==> config.mk <==
export PLATFORM = sky130hd
export DESIGN_NAME = awg_cmd_parser
export DESIGN_NICKNAME = d
export VERILOG_FILES = /design/src/rtl/awg_pkg.sv /design/src/rtl/awg_dec_acc.sv /design/src/rtl/awg_cmd_parser.sv
export SDC_FILE = /design/constraint.sdc
export NUM_CORES = 1
export LEC_CHECK = 0
export ABC_CLOCK_PERIOD_IN_PS = 3500
export BUFFER_PORTS_ARGS = -buffer_cell sky130_fd_sc_hd__buf_2
export CAP_MARGIN = 0
export CORE_AREA = 2 2 99 101
export DETAILED_ROUTE_END_ITERATION = 8
export DIE_AREA = 0 0 101 103
export PLACE_DENSITY_LB_ADDON = 0.12
export SLEW_MARGIN = 20
export SYNTH_ARGS = -nofsm -noshare
export SYNTH_HDL_FRONTEND = slang
export SYNTH_SLANG_ARGS = --single-unit
==> constraint.sdc <==
create_clock -name clk -period 3.5 [get_ports clk]
set_input_delay 0.175 -clock clk [delete_from_list [all_inputs] [get_ports clk]]
set_output_delay 0.175 -clock clk [all_outputs]
set_load 0.05 [all_outputs]
==> src/rtl/awg_pkg.sv <==
// Shared AWG constants: datapath widths, reset defaults, command characters
// and the parser state encoding.
package awg_pkg;

  localparam int AWG_FREQ_W  = 12;
  localparam int AWG_AMP_W   = 3;
  localparam int AWG_PHASE_W = 8;
  localparam int AWG_WAVE_W  = 5;

  localparam int AWG_DEF_FREQ  = 1000;
  localparam int AWG_DEF_AMP   = 4;
  localparam int AWG_DEF_PHASE = 50;
  localparam int AWG_DEF_WAVE  = 3;

  // 99999 is the largest five-digit value; it needs 17 bits.
  localparam int ACC_W      = 17;
  localparam int CNT_W      = 3;
  localparam int MAX_DIGITS = 5;

  localparam logic [7:0] CH_F  = 8'h46;
  localparam logic [7:0] CH_A  = 8'h41;
  localparam logic [7:0] CH_P  = 8'h50;
  localparam logic [7:0] CH_W  = 8'h57;
  localparam logic [7:0] CH_CR = 8'h0D;
  localparam logic [7:0] CH_LF = 8'h0A;
  localparam logic [7:0] CH_SP = 8'h20;
  localparam logic [7:0] CH_0  = 8'h30;
  localparam logic [7:0] CH_9  = 8'h39;

  typedef enum logic [1:0] {ST_IDLE, ST_ACC, ST_COMMIT} state_e;
  typedef enum logic [1:0] {TGT_FREQ, TGT_AMP, TGT_PHASE, TGT_WAVE} target_e;

  function automatic logic is_cmd(input logic [7:0] c);
    return (c == CH_F) || (c == CH_A) || (c == CH_P) || (c == CH_W);
  endfunction

  function automatic logic is_digit(input logic [7:0] c);
    return (c >= CH_0) && (c <= CH_9);
  endfunction

  function automatic logic is_term(input logic [7:0] c);
    return (c == CH_CR) || (c == CH_LF);
  endfunction

  function automatic logic is_blank(input logic [7:0] c);
    return is_term(c) || (c == CH_SP);
  endfunction

  function automatic target_e cmd_target(input logic [7:0] c);
    case (c)
      CH_A:    return TGT_AMP;
      CH_P:    return TGT_PHASE;
      CH_W:    return TGT_WAVE;
      default: return TGT_FREQ;
    endcase
  endfunction

endpackage

==> src/rtl/awg_dec_acc.sv <==
// Decimal accumulator: acc = acc*10 + digit via shift-add, with a digit
// counter and a flag once five digits are held.
module awg_dec_acc
  import awg_pkg::*;
(
  input  logic             clk,
  input  logic             rst_n,
  input  logic             clr,
  input  logic             load,
  input  logic [3:0]       digit,
  output logic [ACC_W-1:0] acc,
  output logic [CNT_W-1:0] count,
  output logic             full
);

  assign full = (count == CNT_W'(MAX_DIGITS));

  // NOTE: non-blocking assignments so every flop samples pre-edge values.
  always_ff @(posedge clk or negedge rst_n) begin
    if (!rst_n) begin
      acc   <= '0;
      count <= '0;
    end else if (clr) begin
      acc   <= '0;
      count <= '0;
    end else if (load) begin
      acc   <= (acc << 3) + (acc << 1) + ACC_W'(digit);
      count <= count + CNT_W'(1);
    end
  end

endmodule

==> src/rtl/awg_cmd_parser.sv <==
// ASCII command parser (F/A/P/W + 1..5 digits + CR/LF) that range-checks
// values and commits them to the DDS configuration registers.
module awg_cmd_parser
  import awg_pkg::*;
#(
  parameter int FREQ_W    = AWG_FREQ_W,
  parameter int AMP_W     = AWG_AMP_W,
  parameter int PHASE_W   = AWG_PHASE_W,
  parameter int WAVE_W    = AWG_WAVE_W,
  parameter int DEF_FREQ  = AWG_DEF_FREQ,
  parameter int DEF_AMP   = AWG_DEF_AMP,
  parameter int DEF_PHASE = AWG_DEF_PHASE,
  parameter int DEF_WAVE  = AWG_DEF_WAVE
) (
  input  logic               clk,
  input  logic               rst_n,
  input  logic [7:0]         rx_data,
  input  logic               rx_valid,
  output logic [WAVE_W-1:0]  wave_sel,
  output logic [FREQ_W-1:0]  freq,
  output logic [AMP_W-1:0]   amp,
  output logic [PHASE_W-1:0] phase,
  output logic               cfg_update,
  output logic               cmd_err,
  output logic               busy
);

  state_e           state, state_nx;
  target_e          tgt, tgt_nx;
  logic             acc_clr, acc_load, err_now, err_pend;
  logic [ACC_W-1:0] acc, lim;
  logic [CNT_W-1:0] count;
  logic             full;

  awg_dec_acc u_acc (
    .clk   (clk),
    .rst_n (rst_n),
    .clr   (acc_clr),
    .load  (acc_load),
    .digit (rx_data[3:0]),
    .acc   (acc),
    .count (count),
    .full  (full)
  );

  always_comb begin
    lim = '0;
    unique case (tgt)
      TGT_FREQ:  lim = (ACC_W'(1) << FREQ_W)  - ACC_W'(1);
      TGT_AMP:   lim = (ACC_W'(1) << AMP_W)   - ACC_W'(1);
      TGT_PHASE: lim = (ACC_W'(1) << PHASE_W) - ACC_W'(1);
      TGT_WAVE:  lim = (ACC_W'(1) << WAVE_W)  - ACC_W'(1);
    endcase
  end

  // NOTE: every output gets a default first so no path can infer a latch.
  always_comb begin
    state_nx = state;
    tgt_nx   = tgt;
    acc_clr  = 1'b0;
    acc_load = 1'b0;
    err_now  = 1'b0;
    unique case (state)
      ST_IDLE: if (rx_valid) begin
        if (is_cmd(rx_data)) begin
          tgt_nx   = cmd_target(rx_data);
          acc_clr  = 1'b1;
          state_nx = ST_ACC;
        end else if (!is_blank(rx_data)) begin
          err_now = 1'b1;
        end
      end
      ST_ACC: if (rx_valid) begin
        if (is_digit(rx_data)) begin
          if (full) begin
            err_now  = 1'b1;
            state_nx = ST_IDLE;
          end else begin
            acc_load = 1'b1;
          end
        end else if (is_term(rx_data)) begin
          if (count == '0 || acc > lim) begin
            err_now  = 1'b1;
            state_nx = ST_IDLE;
          end else begin
            state_nx = ST_COMMIT;
          end
        end else if (is_cmd(rx_data)) begin
          // Resync on a fresh command letter rather than losing it.
          err_now = 1'b1;
          tgt_nx  = cmd_target(rx_data);
          acc_clr = 1'b1;
        end else begin
          err_now  = 1'b1;
          state_nx = ST_IDLE;
        end
      end
      ST_COMMIT: state_nx = ST_IDLE;
      default:   state_nx = ST_IDLE;
    endcase
  end

  // A byte dropped in COMMIT reports its error one cycle late so it never
  // overlaps the cfg_update pulse of the commit it collided with.
  always_ff @(posedge clk or negedge rst_n) begin
    if (!rst_n) begin
      state      <= ST_IDLE;
      tgt        <= TGT_FREQ;
      err_pend   <= 1'b0;
      cmd_err    <= 1'b0;
      cfg_update <= 1'b0;
    end else begin
      state      <= state_nx;
      tgt        <= tgt_nx;
      err_pend   <= rx_valid && (state == ST_COMMIT);
      cmd_err    <= err_now || err_pend;
      cfg_update <= (state == ST_COMMIT);
    end
  end

  always_ff @(posedge clk or negedge rst_n) begin
    if (!rst_n) begin
      freq     <= FREQ_W'(DEF_FREQ);
      amp      <= AMP_W'(DEF_AMP);
      phase    <= PHASE_W'(DEF_PHASE);
      wave_sel <= WAVE_W'(DEF_WAVE);
    end else if (state == ST_COMMIT) begin
      unique case (tgt)
        TGT_FREQ:  freq     <= acc[FREQ_W-1:0];
        TGT_AMP:   amp      <= acc[AMP_W-1:0];
        TGT_PHASE: phase    <= acc[PHASE_W-1:0];
        TGT_WAVE:  wave_sel <= acc[WAVE_W-1:0];
      endcase
    end
  end

  assign busy = (state == ST_COMMIT);

endmodule

* Word level (Yosys, flattened, before mapping)
Cells that the tools add are included.
** Word-level totals
- Register bits :: 55
- Latch bits :: 0
- Memory bits (writable) :: 0
- Memory bits (read-only) :: 0
- Bits of input ports :: 11
- Output and inout port bits :: 31
- Memories kept :: 0
** Cells by class
- Add/subtract/negate cells :: 3
- Multiply operators :: 0
- Divide/modulo/power cells :: 0
- $lt $le $gt $ge :: 3
- Equal/unequal tests :: 20
- Shifts and indexed selects :: 0
- Mux-type cells :: 40
- Bitwise logic cells :: 0
- Reductions and logical operators :: 20
** Operators by type and width (number)
- 17-bit case mux with 4 select lines :: 1
- 17-bit 2-to-1 mux :: 2
- 8-bit by 7-bit == test with 1-bit output, second input constant :: 4
- 2-bit 2-to-1 mux :: 13
- 17-bit adder :: 1
- 17-bit by 4-bit adder with 17-bit output :: 1
- 17-bit > comparator :: 1
- 1-bit 2-to-1 mux :: 17
- 8-bit by 4-bit == test with 1-bit output, second input constant :: 2
- 2-bit inequality test, second input constant :: 5
- 5-bit AND reduction :: 2
- 8-bit by 6-bit == test with 1-bit output, second input constant :: 1
- 8-bit by 6-bit greater-or-equal comparator with 1-bit output, second input constant :: 1
- 8-bit by 6-bit less-or-equal comparator with 1-bit output, second input constant :: 1
- 2-bit case mux with 2 select lines :: 2
- 2-bit AND reduction :: 4
- 1-bit logical OR :: 7
- 2-bit == test, second input constant :: 3
- 3-bit 2-to-1 mux :: 2
- 2-bit case mux with 3 select lines :: 1
- 2-bit by 1-bit == test with 1-bit output, second input constant :: 2
- 2-bit logical NOT :: 2
- 4-bit inequality test, second input constant :: 1
- 1-bit case mux with 2 select lines :: 2
- 6 further kinds :: 8

* Longest topological paths before layout
- Depth in word-level cells :: 10
- Depth in mapped cells :: 10
- Mapped depth without buffers :: 10

* Cells and area by module
From an unflattened synthesis, not the netlist that was laid out.
** Second synthesis, totals
- Cell total of the unflattened synthesis :: 336
- Area total of the unflattened synthesis :: 3544.6 µm²
** Modules (own cells, without submodules)
- awg_cmd_parser :: instances 1, cells an instance 161, area an instance 1845.5 µm², seq. area each 890.9 µm²
- awg_dec_acc :: instances 1, cells an instance 175, area an instance 1699.1 µm², seq. area each 500.5 µm²

* Worst setup path before layout
No wires, ideal clock.
- Path kind :: flip-flop to flip-flop
- From :: register u_acc.acc[0]
- To :: register u_acc.acc[16]
- Arrival time :: 2.453 ns
- Required time :: 3.378 ns
- Slack :: 0.926 ns
- Cell stages (with the launch flop) :: 10
- Path buffers :: 0
- Period minus slack after synthesis :: 2.574 ns
- Cells stage by stage :: dfrtp_1 > fa_1 > inv_1 > fa_1 > nor2b_1 > o31ai_1 > a21oi_1 > o211ai_1 > a21o_1 > a32o_1
** On the way
- Cells in the longest elaborated chain, start to end :: 4
** RTL lines
- from (decl) :: RTL line awg_dec_acc.sv:11 : output logic [ACC_W-1:0] acc,
- from (signal assigned) :: RTL line awg_dec_acc.sv:27 : acc <= (acc << 3) + (acc << 1) + ACC_W'(digit);
- 17-bit adder :: RTL line awg_dec_acc.sv:27
- 17-bit by 4-bit adder with 17-bit output :: RTL line awg_dec_acc.sv:27
- 17-bit 2-to-1 mux :: RTL line awg_dec_acc.sv:26 : end else if (load) begin
- 17-bit 2-to-1 mux :: RTL line awg_dec_acc.sv:23 : end else if (clr) begin
No other way between the ends. The select of a mux whose other input is x is not followed.
A chain may end at the register's enable or synchronous reset.

* Worst setup path after layout
Ends and elaborated chain as after synthesis.

==> out/qor.csv <==
metric,value,unit
status,"finished, final reports clean",
drtIter0Drc,82,
nets,427,
yosys_register_bits,55,
viasPerCell,5.34,
cp-end-kind,flip-flop,
wl_per_cell,16.4,um
cts_buffer_depth,2,
n_fill_cell,936,
grt_usage,16.2,%
min_period_over_period,80.4,%
gp_congestion,0.795,
die_w,101,um
finish.utilization,41.3,%
grt_pass1_vias,2567,
crit_start,u_acc.acc[0],
antenna_left,0,
synth-seq-area-share,39.8,%
totalNegativeSetupSlack,0,ns
min_path_type,input pin to flip-flop,
insertion_delay,0.32,ns
fmax,355,MHz
critPathKind,flip-flop to flip-flop,
peakVddDrop,0.223,mV
synthArstFlopShare,100,%
seqPwrFrac,55.9,%
combPwrFrac,4.9,%
clk_pin_slew,0.11,ns
ios,42,
diodes,0,
syn_inst,333,
cts_resized,0,
whs,0.112,ns
place_inst,480,
cp-start-kind,flip-flop,
leakage,2.06,nW
syn_area,3490,um^2
finalClockSkew,0.00993,ns
worstPathArrival,3.03,ns
core-area,9460,um^2
portBuffers,41,
postCtsSetupRepairBufs,0,
r2r_cells,9,
cts_tree,built,
hold_viol_final,0,
row_count,36,
grt_start_max_net_pins,32,
clockPowerShare,39.3,%
pre_cts_ws,0.684,ns
fin_cells,489,
die_h,103,um
fp.dieArea,10400,um^2
antenna_found_initial,0,
crit_required,3.72,ns
slew_headroom,50.6,%
hpwl,5.96,mm
synth-edff-count,0,
grt_overflow,0,
synth_cell_types,58,
cts_inserted_buffers,5,
via_count,2609,
swShare,23.9,%
internal-power,0.872,mW
endpoint,u_acc.acc[16],
cts_root_buf,clkbuf_8,
ys.flop_type,dfrtp_1,
slew_viol_final,0,
p_switching,0.274,mW
grt_pass1_wl,13.2,mm
post-route-min-period,2.81,ns
drive_gt1_share,26.9,%
synthesis.nets,386,
drtPass1Iterations,4,
routed_wl,8.04,mm
syn2layout_area_growth,11.9,%
htree_levels,2,
rsz0062_at_grt,no,
timing.rr.end,u_acc.acc[16],
yosys_warnings,0,
setup_ws,0.687,ns
cts_num_sinks,55,
setup_viol,0,
reg2reg_from,u_acc.acc[0],
worstMarginPinSlew,0.739,ns
maxCapViolations,0,
r2r_setup_slack,0.69,ns
avgSynthCellArea,10.5,um^2
powerDensity,293,nW/um^2
start_util,36.9,%
critPathMaxFanout,8,
drcViolationCount,0,
[cell usage in the layout (no fill, tap or decap), types with 5 or more instances in the layout]
master    instances
a21oi_1          17
nor2b_1           6
buf_2            41
inv_1             8
xor2_1           11
o21ai_0          21
dfstp_2          12
nor2_1            9
mux2_2           28
nand3_1          21
nand2_1          37
a21o_1            6
dfrtp_1          43
ha_1             40
clkbuf_8          5
[how the worst min path moves through the flow]
stage / startpoint / to / slack (ns) / cells past startpoint
after CTS: rx_valid / err_pend / 0.11 / 2
final: rx_valid / err_pend / 0.11 / 2
after detailed placement: rst_n / u_acc.count[0] / 0.29 / 1
after global routing: rx_valid / err_pend / 0.12 / 2
after floorplan: rst_n / amp[0] / -0.12 / 0
after global placement: rst_n / u_acc.count[0] / 0.28 / 1
[cell usage after synthesis (8+ instances only)]
master,instances,share of area [%]
inv_1,8,0.86
o21ai_0,21,3.0
mux2_2,28,9.0
xor2_1,11,2.8
dfrtp_1,43,31
nand3_1,21,3.0
nor2_1,9,0.97
ha_1,40,14
dfstp_2,12,9.0
nand2_1,37,4.0
a21oi_1,17,2.4
[worst max-delay path, cell delays in order, from the launching register on]
cell and delay [ns]:
dfrtp_1 0.49, fa_1 0.57, inv_1 0.07, fa_1 0.45
nor2b_1 0.17, o31ai_1 0.12, a21oi_1 0.26, o211ai_1 0.17
a21o_1 0.20, a32o_1 0.23
[power by group through the flow]
stage / Combinational (mW) / Clock (mW) / Sequential, mW
detailed placement: 0.0563 / 0 / 0.652
global route: 0.0637 / 0.488 / 0.641
global placement: 0.0558 / 0 / 0.652
finish: 0.0557 / 0.450 / 0.640
floorplan: 0.0253 / 0 / 0.654
CTS: 0.0576 / 0.470 / 0.640
[state kept, by name, indices dropped and copies added, names as in the netlist]
| signal | cells |
|---|---|
| amp | 3 |
| cfg_update | 1 |
| cmd_err | 1 |
| err_pend | 1 |
| freq | 12 |
| phase | 8 |
| state | 2 |
| tgt | 2 |
| u_acc.acc | 17 |
| u_acc.count | 3 |
| wave_sel | 5 |
[routing by layer]
metal	wire length, um	vias up	track usage [%]	share of wire [%]
li1	-	1290	-	-
met1	4090	1277	22.8	51
met2	3680	38	26.9	46
met3	194	4	2.10	2.4
met4	65	0	3.33	0.81
met5	0	-	0	0
[timing repair]
| action | in CTS | in global routing |
|---|---|---|
| endpoints found under the hold margin | 26 | 0 |
| setup endpoints to repair | 0 | 0 |
| hold buffers | 1 | 0 |
[cells by family (layout without fill, tap and decap cells)]
family	after synthesis	count (layout)	share of synthesized area, %
AOI/OAI and AO/OA	71	71	12.9
buffers and inverters	18	60	2.90
and+or+nand+nor	102	102	15.5
adders and majority gates	42	42	15.5
DFF	55	55	39.8
xor gates and xnor gates	15	15	3.76
muxes	30	30	9.60
[cell type report]
type / instances / area (um^2) / share of cell area, %
Inverter: 8 / 30.0 / 0.768
Clock buffer: 5 / 68.8 / 1.76
Sequential cell: 55 / 1390 / 35.6
Multi-Input combinational cell: 260 / 2000 / 51.2
Tap cell: 114 / 143 / 3.65
Timing Repair Buffer: 44 / 230 / 5.89
Clock inverter: 3 / 46.3 / 1.18
[stage by stage]
stage / power (mW) / instance area (um^2)
4_1_cts: 1.17 / 3910
3_3_place_gp: 0.708 / 3780
5_1_grt: 1.19 / 3910
3_5_place_dp: 0.708 / 3780
2_1_floorplan: 0.679 / 3490
6_report: 1.15 / 3910
(Power assumes the default switching activity.)
